**config.mk**
```make
export PLATFORM = sky130hd
export DESIGN_NAME = port_in8_sync
export DESIGN_NICKNAME = d
export VERILOG_FILES = /design/src/rtl/port_in8_sync.sv
export SDC_FILE = /design/constraint.sdc
export NUM_CORES = 1
export LEC_CHECK = 0
export BUFFER_PORTS_ARGS = -buffer_cell sky130_fd_sc_hd__buf_2
export CAP_MARGIN = 20
export CORE_MARGIN = 2
export CORE_UTILIZATION = 42
export CTS_CLUSTER_SIZE = 30
export DETAILED_ROUTE_END_ITERATION = 10
export SYNTH_ARGS = -nofsm -noshare
export SYNTH_HDL_FRONTEND = slang
export SYNTH_SLANG_ARGS = --single-unit
export TNS_END_PERCENT = 50
```
**constraint.sdc**
```tcl
create_clock -name clk -period 3.5 [get_ports clk]
set_clock_uncertainty 0.2 [all_clocks]
set_input_delay 0.7 -clock clk [delete_from_list [all_inputs] [get_ports clk]]
set_output_delay 0.7 -clock clk [all_outputs]
set_load 0.02 [all_outputs]
```
**src/rtl/port_in8_sync.sv**
```systemverilog
// port_in8_sync: memory-mapped bank of eight 8-bit input ports.
// Each external port passes through a two-flop synchronizer. The CPU reads
// port values at BASE..BASE+7, the change flags at BASE+8 (read-to-clear) and
// the interrupt mask at BASE+9 (also writable). irq is a registered level.
//
// Read response: data_valid is a one-cycle pulse. It is high in the cycle
// after the edge that sampled read==1 with a decoded address, and data_out
// then holds that read's response. data_out keeps its value until the next
// decoded read. There is no ready/back-pressure; every decoded read strobe
// produces exactly one response.
module port_in8_sync #(
    parameter logic [7:0] BASE_ADDR = 8'hF0
) (
    input  logic       clk,
    input  logic       reset,
    input  logic [7:0] address,
    input  logic       read,
    input  logic       write,
    input  logic [7:0] data_in,
    input  logic [7:0] port_in_00,
    input  logic [7:0] port_in_01,
    input  logic [7:0] port_in_02,
    input  logic [7:0] port_in_03,
    input  logic [7:0] port_in_04,
    input  logic [7:0] port_in_05,
    input  logic [7:0] port_in_06,
    input  logic [7:0] port_in_07,
    output logic [7:0] data_out,
    output logic       data_valid,
    output logic       irq
);

    logic [7:0] port_raw [8];
    logic [7:0] s1 [8];
    logic [7:0] s2 [8];
    logic [7:0] p  [8];

    logic [7:0] flags;
    logic [7:0] mask;
    logic [7:0] chg;
    logic [7:0] flags_next;
    logic [7:0] mask_next;
    logic [7:0] offset;
    logic       in_window;
    logic       rd_hit;
    logic [7:0] rd_data;

    assign port_raw[0] = port_in_00;
    assign port_raw[1] = port_in_01;
    assign port_raw[2] = port_in_02;
    assign port_raw[3] = port_in_03;
    assign port_raw[4] = port_in_04;
    assign port_raw[5] = port_in_05;
    assign port_raw[6] = port_in_06;
    assign port_raw[7] = port_in_07;

    // Change detect and flag/mask next-state; a set from chg beats an F8 clear.
    always_comb begin
        chg       = 8'h00;
        offset    = address - BASE_ADDR;
        in_window = (address >= BASE_ADDR) && (offset < 8'd10);
        for (int i = 0; i < 8; i++) begin
            chg[i] = (s2[i] != p[i]);
        end
        flags_next = flags | chg;
        if (read && in_window && offset == 8'd8) begin
            flags_next = chg;
        end
        mask_next = mask;
        if (write && in_window && offset == 8'd9) begin
            mask_next = data_in;
        end
    end

    // Read decode: select the response for a decoded read address.
    always_comb begin
        rd_hit  = 1'b0;
        rd_data = 8'h00;
        if (read && in_window) begin
            rd_hit = 1'b1;
            if (offset < 8'd8) begin
                rd_data = s2[offset[2:0]];
            end else if (offset == 8'd8) begin
                rd_data = flags;
            end else begin
                rd_data = mask;
            end
        end
    end

    // Synchronizers, flag/mask registers, read response and irq.
    always_ff @(posedge clk) begin
        if (!reset) begin
            for (int i = 0; i < 8; i++) begin
                s1[i] <= 8'h00;
                s2[i] <= 8'h00;
                p[i]  <= 8'h00;
            end
            flags      <= 8'h00;
            mask       <= 8'h00;
            data_out   <= 8'h00;
            data_valid <= 1'b0;
            irq        <= 1'b0;
        end else begin
            for (int i = 0; i < 8; i++) begin
                s1[i] <= port_raw[i];
                s2[i] <= s1[i];
                p[i]  <= s2[i];
            end
            flags      <= flags_next;
            mask       <= mask_next;
            irq        <= |(flags_next & mask_next);
            data_valid <= rd_hit;
            if (rd_hit) begin
                data_out <= rd_data;
            end
        end
    end

endmodule
```
==> reports/results.ini <==
[logic_synthesis]
synth_seq_area_share_pct = 57.6
netlist_top_cells_area = sky130_fd_sc_hd__dfxtp_1 58%, sky130_fd_sc_hd__and2_1 16%, sky130_fd_sc_hd__xnor2_1 7.4%, sky130_fd_sc_hd__mux4_2 2.7%, sky130_fd_sc_hd__mux4_1 2.4%
synth-seq-cells = 218
yosys_warnings = 0
syn-num-nets = 735
synth_enable_flop_cells = 0
post-synth-top-area-cell = sky130_fd_sc_hd__dfxtp_1
synth_area_per_cell_um2 = 11.7
most_frequent_cells_after_synthesis = 218 x sky130_fd_sc_hd__dfxtp_1, 194 x sky130_fd_sc_hd__and2_1, 64 x sky130_fd_sc_hd__xnor2_1
post-synth-top-area-fraction_pct = 57.6
synthesis.instances = 649
synth_flop_cell = sky130_fd_sc_hd__dfxtp_1
netlist_area_mm2 = 0.00757
yosys.cell_count.top_type = sky130_fd_sc_hd__dfxtp_1
synthDistinctLibCells = 34
ys_async_sr_fraction_pct = 0

[grt]
via_count_of_the_first_global_routing_pass = 4639
grt_first_pass_wirelength_um = 23600
grt_antenna_before_repair = 0
grt_start_max_net_pins = 210
overflow = 0
gr-usage-all-layers_pct = 15.2

[timing]
fin_crit_sh_pct = 79.0
fin_tns_setup_ns = 0
finalWorstPathRequiredPeriod_ns = 2.77
maxClockFrequency_mhz = 362
slew_viol_final = 0
setup_violations = 0
hold_viol = 0
slew_headroom_pct = 55.3
max_slew.worst_pin.slew_ns = 0.671
hold_slack_ns = 0.192
timing.final.ws_setup_ns = 0.735
unrepaired_setup_endpoints_after_global_routing = no

[detailed_routing]
drc = 0
postRouteWirelength_um = 14300
avgViaCountPerCell = 4.64
avgRoutedWirePerCell_um = 14.7
violation_count_after_the_first_detailed_route_iteration = 190
number_of_vias_in_the_routed_layout = 4543
drt_pass1_iterations = 4
detail-route-antenna-nets = 0

[critical_path]
end_kind = flop
critical_path.max_fanout = 9
timing_worst_setup_path_type = in -> reg
worstPathRequired_ns = 3.69
critPathArrivalTime_ns = 2.96
worstSetupStartpointType = primary input

[cells_and_area]
antenna-diode-count = 0
final_core_util_pct = 50.4
syn2layout_area_growth_pct = 18.8
final_cell_area_mm2 = 0.00899
finalNonFillerCells = 979
fin_nets = 820
layout-drive-gt1-share_pct = 19.7

[clock_network]
cts_num_sinks = 218
clock_latency_ns = 0.51
holdBufCountCts = 0
clock_tree.htree_level_count = 1
tritoncts = yes
tritoncts.num_buffers = 23
post-cts-setup-buffer-count = 0
cts-resized-gates = 0
worst_setup_hold_path_clk_slew_ns = 0.06
root_buffer = sky130_fd_sc_hd__clkbuf_16
clockBufferDepth = 3

[placed_design]
gp_congestion = 0.855
dp_hpwl_um = 10300
portBuffers = 93
number_of_placed_instances_with_taps_included = 938
placement.setup.worst_slack_ns = 0.206
dpl_cell_area_mm2 = 0.00819

[floorplan]
die_boundary_width_um = 138
initial_core_util_pct = 42.4
core-area_mm2 = 0.0178
num_io_pins = 94
die-area_mm2 = 0.0191
placementRows = 49
floorplan.die.height_um = 138

[power_and_ir_drop]
power.density_mw_per_mm2 = 603
final_total_pwr_mw = 5.43
cellLeakagePower_nw = 3.68
peakVddDrop_v = 0.000602

[run_status]
outcome = finished, final reports clean

[run]
drv_cap = 0

[min_path]
holdCritPathClass = in -> reg

-- state kept, by name, summed over array words and instances, names as in the netlist --
register / cells
p: 64
s1: 64
s2: 64
data_out: 8
flags: 8
mask: 8
data_valid: 1
irq: 1
-- worst paths after layout --
path | depth (start not counted) | slack [ns] | startpoint | to
setup / recovery | 8 | 0.73 | address[4] | irq$_SDFF_PN0_
hold / removal | 2 | 0.19 | port_in_05[0] | s1[0][40]$_SDFF_PN0_
setup reg to reg | 5 | 1.50 | s2[0][0]$_SDFF_PN0_ | data_out[0]$_SDFFE_PN0P_
hold reg to reg | 1 | 0.23 | s1[0][10]$_SDFF_PN0_ | s2[1][2]$_SDFF_PN0_
-- where the power goes --
part | internal, mW | total, mW | switching (mW)
logic | 0.157 | 0.290 | 0.133
registers | 2.58 | 2.64 | 0.0560
clock network | 1.55 | 2.50 | 0.950
-- kinds of logic after synthesis --
logic type               share of synthesized area (%)
AO/OA/AOI/OAI                                     4.87
buffers and inverters                             2.07
XOR/XNOR                                          7.52
multiplexers                                      6.16
adder cells (fa/ha/maj)                          0.330
flip-flops                                        57.6
AND/OR/NAND/NOR                                   21.4
-- placed cells by master (no fill, tap or decap), drive strengths merged, types with 2 or more instances in the layout --
cell,Yosys,routed
mux2i,8,8
xnor2,64,64
mux4,16,16
o22ai,4,4
a31oi,8,8
inv,1,3
nor2,4,4
and2,194,194
bufinv,0,3
and2b,5,5
dfxtp,218,218
or3,2,2
nor2b,20,20
clkinv,0,3
clkbuf,27,33
nand2,2,2
nand3,10,10
buf,7,94
ha,2,2
o21ai,10,10
nand4,18,18
a211oi,16,16
a22o,8,8
-- critical path: stages --
cell and delay, ns:
sky130_fd_sc_hd__buf_2 0.15, sky130_fd_sc_hd__ha_1 0.37, sky130_fd_sc_hd__nor2_8 0.12, sky130_fd_sc_hd__nand4_4 0.15, sky130_fd_sc_hd__or3_1 0.58, sky130_fd_sc_hd__a211oi_1 0.39, sky130_fd_sc_hd__o22ai_1 0.17, sky130_fd_sc_hd__o41a_1 0.32
-- cell type report --
| cell class | instances | area [µm²] |
|---|---|---|
| repair buffers | 94 | 488 |
| clock buffers | 33 | 663 |
| multi-input cells | 396 | 3050 |
| flip-flops and latches | 218 | 4360 |
| well taps | 229 | 287 |
| inverters | 1 | 3.75 |
| clock inverters | 8 | 138 |
| fillers | 1599 | 8850 |
-- per-layer routing --
layer	vias up	wire length, µm	part of all wire [%]	GRT usage, %
li1	2309	-	-	-
met1	2102	6760	47	20.2
met3	25	670	4.7	3.05
met2	107	6590	46	25.2
met4	0	327	2.3	4.78
met5	-	0	0	0
(Power assumes the default switching activity.)
